`config.mk`:
```
export PLATFORM = sky130hd
export DESIGN_NAME = counter_timer_flat
export DESIGN_NICKNAME = d
export VERILOG_FILES = /design/src/rtl/counter_timer_if.sv /design/src/rtl/counter_timer.sv /design/src/flat_wrapper.sv
export SDC_FILE = /design/constraint.sdc
export NUM_CORES = 1
export LEC_CHECK = 0
export ABC_AREA = 1
export CAP_MARGIN = 20
export CORE_ASPECT_RATIO = 1.5
export CORE_MARGIN = 1
export CORE_UTILIZATION = 55
export CTS_BUF_LIST = sky130_fd_sc_hd__clkbuf_2 sky130_fd_sc_hd__clkbuf_4 sky130_fd_sc_hd__clkbuf_8
export CTS_CLUSTER_DIAMETER = 60
export DETAILED_ROUTE_END_ITERATION = 8
export GPL_TIMING_DRIVEN = 0
export PLACE_DENSITY = 0.87
export SLEW_MARGIN = 0
export SYNTH_ARGS = -nofsm -noshare
export SYNTH_HDL_FRONTEND = slang
export SYNTH_SLANG_ARGS = --single-unit
```
`constraint.sdc`:
```
create_clock -name clk -period 2.4 [get_ports clk]
set_input_delay 0.6 -clock clk [delete_from_list [all_inputs] [get_ports clk]]
set_output_delay 0.6 -clock clk [all_outputs]
set_load 0.05 [all_outputs]
```
`src/rtl/counter_timer_if.sv`:
```
// Bridge-side register bus of the counter/timer peripheral.
// Word select, write strobe and data in; read data and IRQ out.
interface counter_timer_if;
  logic [1:0]  Addr;
  logic        WE;
  logic [31:0] DIn;
  logic [31:0] DOut;
  logic        IRQ;

  modport master (
    output Addr, WE, DIn,
    input  DOut, IRQ
  );

  modport slave (
    input  Addr, WE, DIn,
    output DOut, IRQ
  );
endinterface

```
`src/rtl/counter_timer.sv`:
```
// 32-bit down-counter timer with one-shot and auto-reload modes.
// CTRL/PRESET/COUNT registers behind a two-bit word-select bus.
module counter_timer (
  input  logic             clk,
  input  logic             rst,
  counter_timer_if.slave   bus
);
  typedef enum logic [1:0] {
    S_IDLE,
    S_LOAD,
    S_CNT,
    S_INT
  } state_t;

  state_t      state;
  logic [3:0]  ctrl;
  logic [31:0] preset;
  logic [31:0] count;
  logic        irq_flag;

  logic        en;
  logic        im;
  logic        reload;
  logic        wr_ctrl;
  logic        wr_preset;

  assign en        = ctrl[0];
  assign im        = ctrl[3];
  assign reload    = (ctrl[2:1] == 2'b01);
  assign wr_ctrl   = bus.WE && (bus.Addr == 2'd0);
  assign wr_preset = bus.WE && (bus.Addr == 2'd1);

  always_ff @(posedge clk) begin
    if (rst) begin
      state    <= S_IDLE;
      ctrl     <= 4'd0;
      preset   <= 32'd0;
      count    <= 32'd0;
      irq_flag <= 1'b0;
    end else begin
      unique case (state)
        S_IDLE: begin
          if (en) state <= S_LOAD;
        end
        S_LOAD: begin
          count <= preset;
          state <= S_CNT;
        end
        S_CNT: begin
          if (!en) begin
            state <= S_IDLE;
          end else if (count > 32'd1) begin
            count <= count - 32'd1;
          end else begin
            count    <= 32'd0;
            irq_flag <= 1'b1;
            state    <= S_INT;
          end
        end
        S_INT: begin
          if (reload) begin
            irq_flag <= 1'b0;
            state    <= S_LOAD;
          end else begin
            ctrl[0] <= 1'b0;
            state   <= S_IDLE;
          end
        end
        default: state <= S_IDLE;
      endcase
      // CPU writes come last so they win over the FSM's EN clear
      if (wr_ctrl) begin
        ctrl     <= bus.DIn[3:0];
        irq_flag <= 1'b0;
      end
      if (wr_preset) begin
        preset   <= bus.DIn;
        irq_flag <= 1'b0;
      end
    end
  end

  always_comb begin
    bus.DOut = 32'd0;
    unique case (bus.Addr)
      2'd0:    bus.DOut = {28'd0, ctrl};
      2'd1:    bus.DOut = preset;
      2'd2:    bus.DOut = count;
      default: bus.DOut = 32'd0;
    endcase
  end

  assign bus.IRQ = irq_flag & im;
endmodule

```
`src/flat_wrapper.sv`:
```
// flat-port wrapper written by rule: the top's interface ports become plain ports
module counter_timer_flat 
  (clk, rst, bus_Addr, bus_WE, bus_DIn, bus_DOut, bus_IRQ);
  counter_timer_if bus_i ();
  input  logic clk;
  input  logic rst;
  input wire logic [$bits(bus_i.Addr)-1:0] bus_Addr;
  input wire logic [$bits(bus_i.WE)-1:0] bus_WE;
  input wire logic [$bits(bus_i.DIn)-1:0] bus_DIn;
  output wire logic [$bits(bus_i.DOut)-1:0] bus_DOut;
  output wire logic [$bits(bus_i.IRQ)-1:0] bus_IRQ;
  assign bus_i.Addr = bus_Addr;
  assign bus_i.WE = bus_WE;
  assign bus_i.DIn = bus_DIn;
  assign bus_DOut = bus_i.DOut;
  assign bus_IRQ = bus_i.IRQ;
  counter_timer u_core (.clk(clk), .rst(rst), .bus(bus_i));
endmodule
```
==> flow_summary.ini <==
[setup_path]
start_kind = input port
r2r_cells = 10
r2r_start = u_core.count[1]
crit_type = in -> out
cp.arrival_ps = 1780
required_ps = 1800
cp_max_fo = 10
slowest_delay_ps = 300
cp-end-kind = primary output
cp_top_family = buffers and inverters
crit_buf_inv = 4
crit_slowest_cell = clkbuf_4
crit_chain = clkdlybuf4s15_2 -> inv_2 -> nand2_2 -> buf_4 -> o221ai_1 -> clkbuf_4
rr_endpoint = u_core.count[7]
r2r_slack_ps = 380

[hold_path]
hold_class = reg -> reg
min_path_cells = 2
hold_start = u_core.preset[24]
whs_endpoint = u_core.preset[24]

[final_layout]
synthToLayoutAreaGrowth_pct = 28.6
antenna_cells = 0
fillers = 604
multi_input_area_um2 = 2430
ff_latch_area_um2 = 1420
fin_area_um2 = 5370
drive_above_1_share_pct = 15.6
fin_nets = 777

[cts]
clk_latency_ps = 370
cts_max_level = 3
cts_tree = built
cts_buffers = 9
cts_buffer_depth = 2
cts_root_buffer = clkbuf_8
clkTransAtPathRegs_ps = 80
cts_sinks = 71

[place]
dpl.hpwl_um = 10800
place_congestion = 0.960
io_buffers = 69
post_dp_cell_area_um2 = 5130

[timing]
whs_ps = 475
tightest_slew_ps = 729
drv_slew = 0
post-route-period-util_pct = 99.4
final.setup_skew_ps = 12.7
fmax_mhz = 419
period_needed_ps = 2380
relSlewSlack_pct = 51.4
hold_viol_final = 0
setup_viol = 0
rsz0062_at_grt = false

[floorplan]
num_io_pins = 70
core_region_area_um2 = 7270
die_area_um2 = 7940
row_count = 38
die_x_um = 73.1
start_util_pct = 57.3
die_y_um = 109

[run]
maxCapViolations = 0

[power]
peakVddDrop_uv = 493
power_density_nw_per_um2 = 636
p_leak_nw = 2.29

[global_routing]
track_usage_pct = 40.8
antenna_found_initial = 0
grt_pass1_vias = 4721
grt_max_degree = 13
overflow = 0
grt_pass1_wl_um = 23800

[routing]
routed_via_density = 5.92
drc = 0
drt_iter0_markers = 569
drt_wl_total_um = 15700
drtAntennaViolNets = 0
firstDrtPassIters = 6
vias = 4987
wl_per_cell_um = 18.6

[synth]
ys_ff_latch = 71
ys_warn_count = 0
syn_area_um2 = 4170
syn_area_per_cell_um2 = 6.40
syn_nets = 691
yosysUniqueCellTypes = 31
postSynthCellCount = 652
synth_seq_area_share_pct = 34.1

[run_status]
outcome = completed
sequential cells by signal, indices dropped and copies added, names as in the netlist:
signal / flops
u_core.count: 32
u_core.preset: 32
u_core.ctrl: 4
u_core.state: 2
u_core.irq_flag: 1
synthesized netlist by cell type, drive strengths merged:
library cell	instances	area (um2)
o221ai	4	35.0
ha	2	25.0
nand2	159	607
nor2	79	354
nand4	3	18.8
xor2	15	131
and2	1	6.26
o21ai	71	367
a21oi	76	392
inv	87	327
nand3	19	118
dfxtp	71	1420
nor3	6	45.0
clkbuf	17	63.8
o22ai	28	175
a31oi	1	6.26
buf	13	80.1
tightest hold or removal path, stage by stage (launching register included):
cell     delay [ps]
dfxtp_1         310
inv_1            60
a21oi_1          60
layout make-up:
type	count	share of cell area [%]
Multi-Input combinational cell	464	45.3
Sequential cell	71	26.5
Timing Repair Buffer	75	12.6
Inverter	87	6.09
Buffer	30	3.59
Clock buffer	12	3.08
Tap cell	100	2.33
Clock inverter	4	0.536
placed cells by master (no fill, tap or decap), drive strengths merged, types with 6 or more instances in the layout:
cell type,count
xor2,15
nor2,79
dfxtp,71
clkbuf,29
o21ai,71
inv,87
o22ai,28
buf,50
clkdlybuf4s50,35
nor3,6
nand3,19
a21oi,76
nand2,159
how the worst max path moves through the flow:
stage                            from            to  slack [ps]  cells past startpoint
after floorplan           bus_Addr[0]  bus_DOut[11]         -90                      5
after global placement    bus_Addr[1]  bus_DOut[28]       -1470                      7
after detailed placement  bus_Addr[1]  bus_DOut[28]       -1520                      7
after CTS                 bus_Addr[0]  bus_DOut[25]          20                      8
after global routing      bus_Addr[0]   bus_DOut[2]           5                      6
final                     bus_Addr[0]   bus_DOut[2]          20                      6
stage by stage:
stage	setup TNS, ps	std cells	power, mW	utilization, %	setup slack, ps
6_report	0	843	3.41	73.8	15.4
5_1_grt	0	843	3.56	73.8	4.76
4_1_cts	0	843	3.37	73.7	15.9
3_5_place_dp	-39530	821	2.42	70.5	-1520
3_3_place_gp	-37010	821	2.39	70.5	-1470
2_1_floorplan	-1620	652	2.08	-	-90.8
kinds of logic (layout without fill, tap and decap cells):
family / count (synthesis) / in the layout / synth area share, %
AND/OR/NAND/NOR: 267 / 267 / 27.5
AO/OA/AOI/OAI: 180 / 180 / 23.4
buffers and inverters: 117 / 208 / 11.3
flip-flops: 71 / 71 / 34.1
XOR/XNOR: 15 / 15 / 3.15
adder cells (fa/ha/maj): 2 / 2 / 0.600
repair_timing:
item,in CTS,in global routing
hold buffers,0,0
pin swaps,1,1
cloned,1,0
setup endpoints to repair,32,12
setup buffers,5,0
gates resized for setup,206,6
endpoints found under the hold margin,0,0
layer usage:
| layer | wire length [um] | share of wire, % | global-route usage [%] |
|---|---|---|---|
| met1 | 5900 | 38 | 47.1 |
| met2 | 7630 | 49 | 66.9 |
| met3 | 1180 | 7.5 | 6.75 |
| met4 | 1010 | 6.4 | 30.0 |
| met5 | 0 | 0 | 0 |
where the power goes:
group          switching [mW]  internal, mW
Clock                   0.492         0.460
Combinational           0.779         0.391
Sequential             0.0547          1.23
Power figures use the tool's default switching activity.
